$ cat src/rtl/simon_pkg.sv
// Shared constants, state encoding and level clamping for the Simon sequence player.
`default_nettype none

package simon_pkg;

    localparam int NUM_W   = 6;
    localparam int SEQ_LEN = 5;
    localparam int IDX_W   = 3;

    typedef enum logic [1:0] {
        IDLE = 2'd0,
        SHOW = 2'd1,
        GAP  = 2'd2,
        DONE = 2'd3
    } player_state_t;

    // Requests longer than the stored sequence play the whole sequence.
    function automatic logic [IDX_W-1:0] clamp_level(input logic [IDX_W-1:0] lvl);
        return (lvl > IDX_W'(SEQ_LEN)) ? IDX_W'(SEQ_LEN) : lvl;
    endfunction

endpackage

`default_nettype wire

$ cat src/rtl/phase_timer.sv
// Phase counter for the sequence player; flags the final cycle of a phase of 'limit' cycles.
`default_nettype none

module phase_timer #(
    parameter int TIMER_W = 25
) (
    input  logic               clk,
    input  logic               reset,
    input  logic               clear,
    input  logic               en,
    input  logic [TIMER_W-1:0] limit,
    output logic               last
);

    logic [TIMER_W-1:0] count_q;

    always_ff @(posedge clk) begin
        if (reset || clear) begin
            count_q <= '0;
        end else if (en) begin
            count_q <= count_q + TIMER_W'(1);
        end
    end

    assign last = (count_q == (limit - TIMER_W'(1)));

endmodule

`default_nettype wire

$ cat src/rtl/sequence_player.sv
// Plays the first 'level' snapshotted sequence values, each shown ON_CYCLES then blanked OFF_CYCLES.
`default_nettype none

module sequence_player
    import simon_pkg::*;
#(
    parameter int ON_CYCLES  = 25_000_000,
    parameter int OFF_CYCLES = 12_500_000,
    parameter int TIMER_W    = 25
) (
    input  logic             clk,
    input  logic             reset,
    input  logic             start,
    input  logic             abort,
    input  logic [IDX_W-1:0] level,
    input  logic [NUM_W-1:0] num0,
    input  logic [NUM_W-1:0] num1,
    input  logic [NUM_W-1:0] num2,
    input  logic [NUM_W-1:0] num3,
    input  logic [NUM_W-1:0] num4,
    output logic             show_valid,
    output logic [NUM_W-1:0] show_num,
    output logic [IDX_W-1:0] show_idx,
    output logic             busy,
    output logic             done
);

    player_state_t                  state_q, state_d;
    logic [IDX_W-1:0]               idx_q, idx_d;
    logic [IDX_W-1:0]               len_q, len_d;
    logic [SEQ_LEN-1:0][NUM_W-1:0]  snap_q, snap_d;

    logic                           show_valid_q, show_valid_d;
    logic [NUM_W-1:0]               show_num_q, show_num_d;
    logic [IDX_W-1:0]               show_idx_q, show_idx_d;
    logic                           busy_q, busy_d;
    logic                           done_q, done_d;

    logic                           timer_last;
    logic                           timer_clear;
    logic                           timer_en;
    logic [TIMER_W-1:0]             timer_limit;
    logic [IDX_W-1:0]               level_clamped;

    assign level_clamped = clamp_level(level);

    // Every state change starts a fresh phase, so the count always begins at 0.
    assign timer_clear = (state_d != state_q);
    assign timer_en    = (state_q == SHOW) || (state_q == GAP);
    assign timer_limit = (state_q == GAP) ? TIMER_W'(OFF_CYCLES) : TIMER_W'(ON_CYCLES);

    phase_timer #(
        .TIMER_W (TIMER_W)
    ) u_phase_timer (
        .clk   (clk),
        .reset (reset),
        .clear (timer_clear),
        .en    (timer_en),
        .limit (timer_limit),
        .last  (timer_last)
    );

    always_ff @(posedge clk) begin
        if (reset) begin
            state_q      <= IDLE;
            idx_q        <= '0;
            len_q        <= '0;
            snap_q       <= '0;
            show_valid_q <= 1'b0;
            show_num_q   <= '0;
            show_idx_q   <= '0;
            busy_q       <= 1'b0;
            done_q       <= 1'b0;
        end else begin
            state_q      <= state_d;
            idx_q        <= idx_d;
            len_q        <= len_d;
            snap_q       <= snap_d;
            show_valid_q <= show_valid_d;
            show_num_q   <= show_num_d;
            show_idx_q   <= show_idx_d;
            busy_q       <= busy_d;
            done_q       <= done_d;
        end
    end

    always_comb begin
        state_d = state_q;
        idx_d   = idx_q;
        len_d   = len_q;
        snap_d  = snap_q;
        case (state_q)
            IDLE: begin
                if (start && !abort) begin
                    snap_d  = {num4, num3, num2, num1, num0};
                    len_d   = level_clamped;
                    idx_d   = '0;
                    state_d = (level_clamped == '0) ? DONE : SHOW;
                end
            end
            SHOW: begin
                if (abort) begin
                    state_d = IDLE;
                    idx_d   = '0;
                end else if (timer_last) begin
                    state_d = GAP;
                end
            end
            GAP: begin
                if (abort) begin
                    state_d = IDLE;
                    idx_d   = '0;
                end else if (timer_last) begin
                    if (idx_q == (len_q - IDX_W'(1))) begin
                        state_d = DONE;
                        idx_d   = '0;
                    end else begin
                        state_d = SHOW;
                        idx_d   = idx_q + IDX_W'(1);
                    end
                end
            end
            DONE: begin
                state_d = IDLE;
                idx_d   = '0;
            end
            default: begin
                state_d = IDLE;
                idx_d   = '0;
            end
        endcase
    end

    // Outputs are decoded from the next state so they register alongside it.
    always_comb begin
        show_valid_d = (state_d == SHOW);
        show_num_d   = show_valid_d ? snap_d[idx_d] : '0;
        show_idx_d   = show_valid_d ? idx_d : '0;
        busy_d       = (state_d != IDLE);
        done_d       = (state_d == DONE);
    end

    assign show_valid = show_valid_q;
    assign show_num   = show_num_q;
    assign show_idx   = show_idx_q;
    assign busy       = busy_q;
    assign done       = done_q;

endmodule

`default_nettype wire

$ cat config.mk
export PLATFORM = sky130hd
export DESIGN_NAME = sequence_player
export DESIGN_NICKNAME = d
export VERILOG_FILES = /design/src/rtl/simon_pkg.sv /design/src/rtl/phase_timer.sv /design/src/rtl/sequence_player.sv
export SDC_FILE = /design/constraint.sdc
export NUM_CORES = 1
export LEC_CHECK = 0
export ABC_AREA = 1
export BUFFER_PORTS_ARGS = -buffer_cell sky130_fd_sc_hd__buf_2
export CORE_MARGIN = 3
export CORE_UTILIZATION = 52
export DETAILED_ROUTE_END_ITERATION = 8
export PLACE_DENSITY = 0.76
export SLEW_MARGIN = 20
export SYNTH_ARGS = -nofsm -noshare
export SYNTH_HDL_FRONTEND = slang
export SYNTH_SLANG_ARGS = --single-unit
$ cat constraint.sdc
create_clock -name clk -period 2.2 [get_ports clk]
set_input_delay 0.44 -clock clk [delete_from_list [all_inputs] [get_ports clk]]
set_output_delay 0.44 -clock clk [all_outputs]
set_load 0.01 [all_outputs]
==> results.py <==
metrics = {
    "sta": {
        "setup_ws_ps": -110,
        "setup_viol_count_final": 31,
        "fin_hold_ws_ps": 336,
        "worstMarginPinSlew_ps": 568,
        "period_needed_ps": 2310,
        "fmax_mhz": 433,
        "hold_viol_final": 0,
        "finalCritPeriodShare_pct": 105,
        "finalSetupTns_ps": -2410,
        "fin_worst_skew_ps": 11.4,
        "rsz0062_at_grt": "true",
        "relSlewSlack_pct": 61.7,
        "slew_violations": 0,
    },
    "min_path": {
        "hold_path_end": "snap_q[12]",
        "hp-class": "in -> reg",
        "hold_start": "num2[0]",
        "hold_depth": 3,
    },
    "yosys": {
        "syn-instance-count": 493,
        "ys_types": 29,
        "syn_area_per_cell_um2": 7.55,
        "yosys_warnings": 0,
        "synth-seq-cells": 75,
        "syn-num-nets": 537,
        "synth_seq_area_share_pct": 40.3,
        "syn_area_um2": 3720,
    },
    "route": {
        "routedWlPerCell_um": 14.9,
        "drt_iter0_markers": 268,
        "drc_errors": 0,
        "ant_nets": 0,
        "drt-vias-per-instance": 5.31,
        "wirelength_mm": 10.1,
        "vias": 3596,
        "drt_first_pass_iters": 5,
    },
    "setup_path": {
        "rr_endpoint": "show_num[2]",
        "worstSetupStartpointType": "flop",
        "critPathCaptureType": "flop",
        "r2r_slack_ps": -110,
        "rr_worst_depth": 16,
        "path_class": "reg -> reg",
        "critical_path_arrival_ps": 2610,
        "r2r-start": "state_q[0]",
        "required_ps": 2500,
        "path_max_fanout": 6,
    },
    "clock_network": {
        "cts_root_buf": "clkbuf_8",
        "htree_num_levels": 3,
        "tritoncts": "built",
        "clk_path_buf_depth": 2,
        "clk_pin_slew_ps": 90,
        "clkLatencyLatePin_ps": 360,
        "cts.sinks": 75,
        "numCtsBuffers": 9,
    },
    "floorplan": {
        "fp.dieArea_um2": 8210,
        "coreArea_um2": 6870,
        "fp-row-count": 30,
        "start_util_pct": 54.2,
        "die_h_um": 90.6,
        "fp.dieW_um": 90.6,
        "pin_count": 49,
    },
    "flow_run": {
        "drv_cap": 0,
    },
    "power": {
        "max-vdd-ir-drop_v": 0.000462,
        "power-per-cell-area_nw_per_um2": 719,
        "leakage_nw": 2.27,
    },
    "final_layout": {
        "layout.nets": 620,
        "regArea_um2": 1510,
        "multi_input_area_um2": 2320,
        "instances_no_fill": 677,
        "syn_to_final_growth_pct": 34.4,
        "n_antenna_cell": 0,
        "fill_cells": 476,
        "fin_util_pct": 72.8,
        "final_cell_mix": "72 x nand2_1, 72 x dfxtp_1, 62 x nor2_1",
        "drive_gt1_share_pct": 33.4,
    },
    "outcome": {
        "violations": "negative setup slack",
        "status": "finished, violations left",
    },
    "grt": {
        "grt_pass1_vias": 3334,
        "grt_pass1_wl_mm": 14.9,
        "antenna_found_initial": 0,
        "grt_usage_pct": 22.1,
        "grt_max_degree": 37,
        "overflow": 0,
    },
    "placed_design": {
        "io_buffer_count": 48,
        "dp_hpwl_mm": 6.38,
        "place_inst": 653,
        "place_ws_ps": -104,
        "place_congestion": 0.892,
    },
}
==> kinds of logic (layout without fill, tap and decap cells) <==
family                     count (synthesis)  in the layout  share of synthesized area, %
buffers and inverters                     68            155                          7.50
adders and majority gates                  7              7                          2.35
and+or+nand+nor                          255            256                          30.4
DFF                                       75             75                          40.3
xor gates and xnor gates                  28             28                          6.59
muxes                                     31             31                          8.34
AOI/OAI and AO/OA                         29             29                          4.47
==> cell usage after synthesis <==
cell	n	share of area, %
nor3_1	12	1.6
inv_1	52	5.2
xor2_1	21	4.9
clkbuf_2	1	0.13
o21ai_1	2	0.27
nand3_1	51	6.9
o21ai_2	1	0.24
nand2_1	86	8.7
ha_1	7	2.4
nand3_4	1	0.47
mux2i_1	31	8.3
nor2_1	75	7.6
nand2_2	2	0.34
a21oi_2	3	0.71
buf_2	6	0.81
xnor2_1	7	1.6
o31ai_1	2	0.40
a21oi_1	15	2.0
nor4_1	4	0.67
nor2_2	20	3.4
clkbuf_1	6	0.61
buf_6	2	0.61
inv_2	1	0.10
nor2_4	1	0.30
o21ai_0	5	0.67
nand3b_1	1	0.20
dfxtp_1	75	40
nand4_1	2	0.34
a31oi_1	1	0.17
==> timing repair <==
item | 4_1_cts | 5_1_grt
gates resized for setup | 5 | 97
pin swaps | 1 | 31
endpoints found under the setup margin | 34 | 36
hold buffers | 0 | 0
gates cloned | 0 | 4
buffers inserted | 1 | 3
==> worst max-delay path by stage <==
stage | from | endpoint | slack, ps | depth (start not counted)
floorplan | state_q[0] | u_phase_timer.count_q[22] | 40 | 15
global route | state_q[0] | u_phase_timer.count_q[24] | -240 | 16
CTS | state_q[0] | u_phase_timer.count_q[22] | -4 | 16
global placement | state_q[0] | u_phase_timer.count_q[3] | 20 | 14
detailed placement | state_q[1] | u_phase_timer.count_q[18] | -100 | 13
finish | state_q[0] | show_num[2] | -110 | 16
==> metrics by stage <==
stage               power (mW)  area [µm²]
CTS                       3.41        4540
detailed placement        2.19        4280
finish                    3.60        5000
global placement          2.17        4280
global route              3.75        5000
floorplan                 1.94        3730
==> state kept, by name (all words and copies together), names as in the netlist <==
name and cells:
show_idx 3, idx_q 3, u_phase_timer.count_q 25, show_num 6
show_valid 1, len_q 3, state_q 2, busy 1
snap_q 30, done 1
==> critical path, cell delays in order (launching register included) <==
cell and delay (ps):
dfxtp_2 340, inv_2 50, ha_4 190, inv_2 70
nand3_1 80, nand2_1 110, nand3_1 130, nor2_4 150
buf_6 120, buf_6 90, nand3_1 100, nand3_2 100
a21oi_4 70, buf_4 170, nor3_1 250, nand2_2 110
a21oi_2 120
==> routing by layer <==
metal	wire (µm)	vias to the layer above	track usage, %
met3	606	15	5.50
met1	4340	1704	29.2
met4	177	0	8.42
met5	0	-	0
met2	4930	137	35.0
li1	-	1740	-
==> cell type report <==
| cell class | instances | area share (%) |
|---|---|---|
| Clock buffer | 10 | 2.75 |
| Clock inverter | 6 | 1.93 |
| Inverter | 53 | 3.98 |
| Multi-Input combinational cell | 351 | 46.4 |
| Sequential cell | 75 | 30.1 |
| Tap cell | 96 | 2.40 |
| Timing Repair Buffer | 86 | 12.4 |
==> power by group <==
group	total, mW	switching (mW)	internal [mW]
Combinational	0.904	0.541	0.363
Clock	1.24	0.554	0.683
Sequential	1.46	0.0287	1.43
Total	3.60	1.12	2.47
No activity file was read; power rests on OpenSTA's default activity.
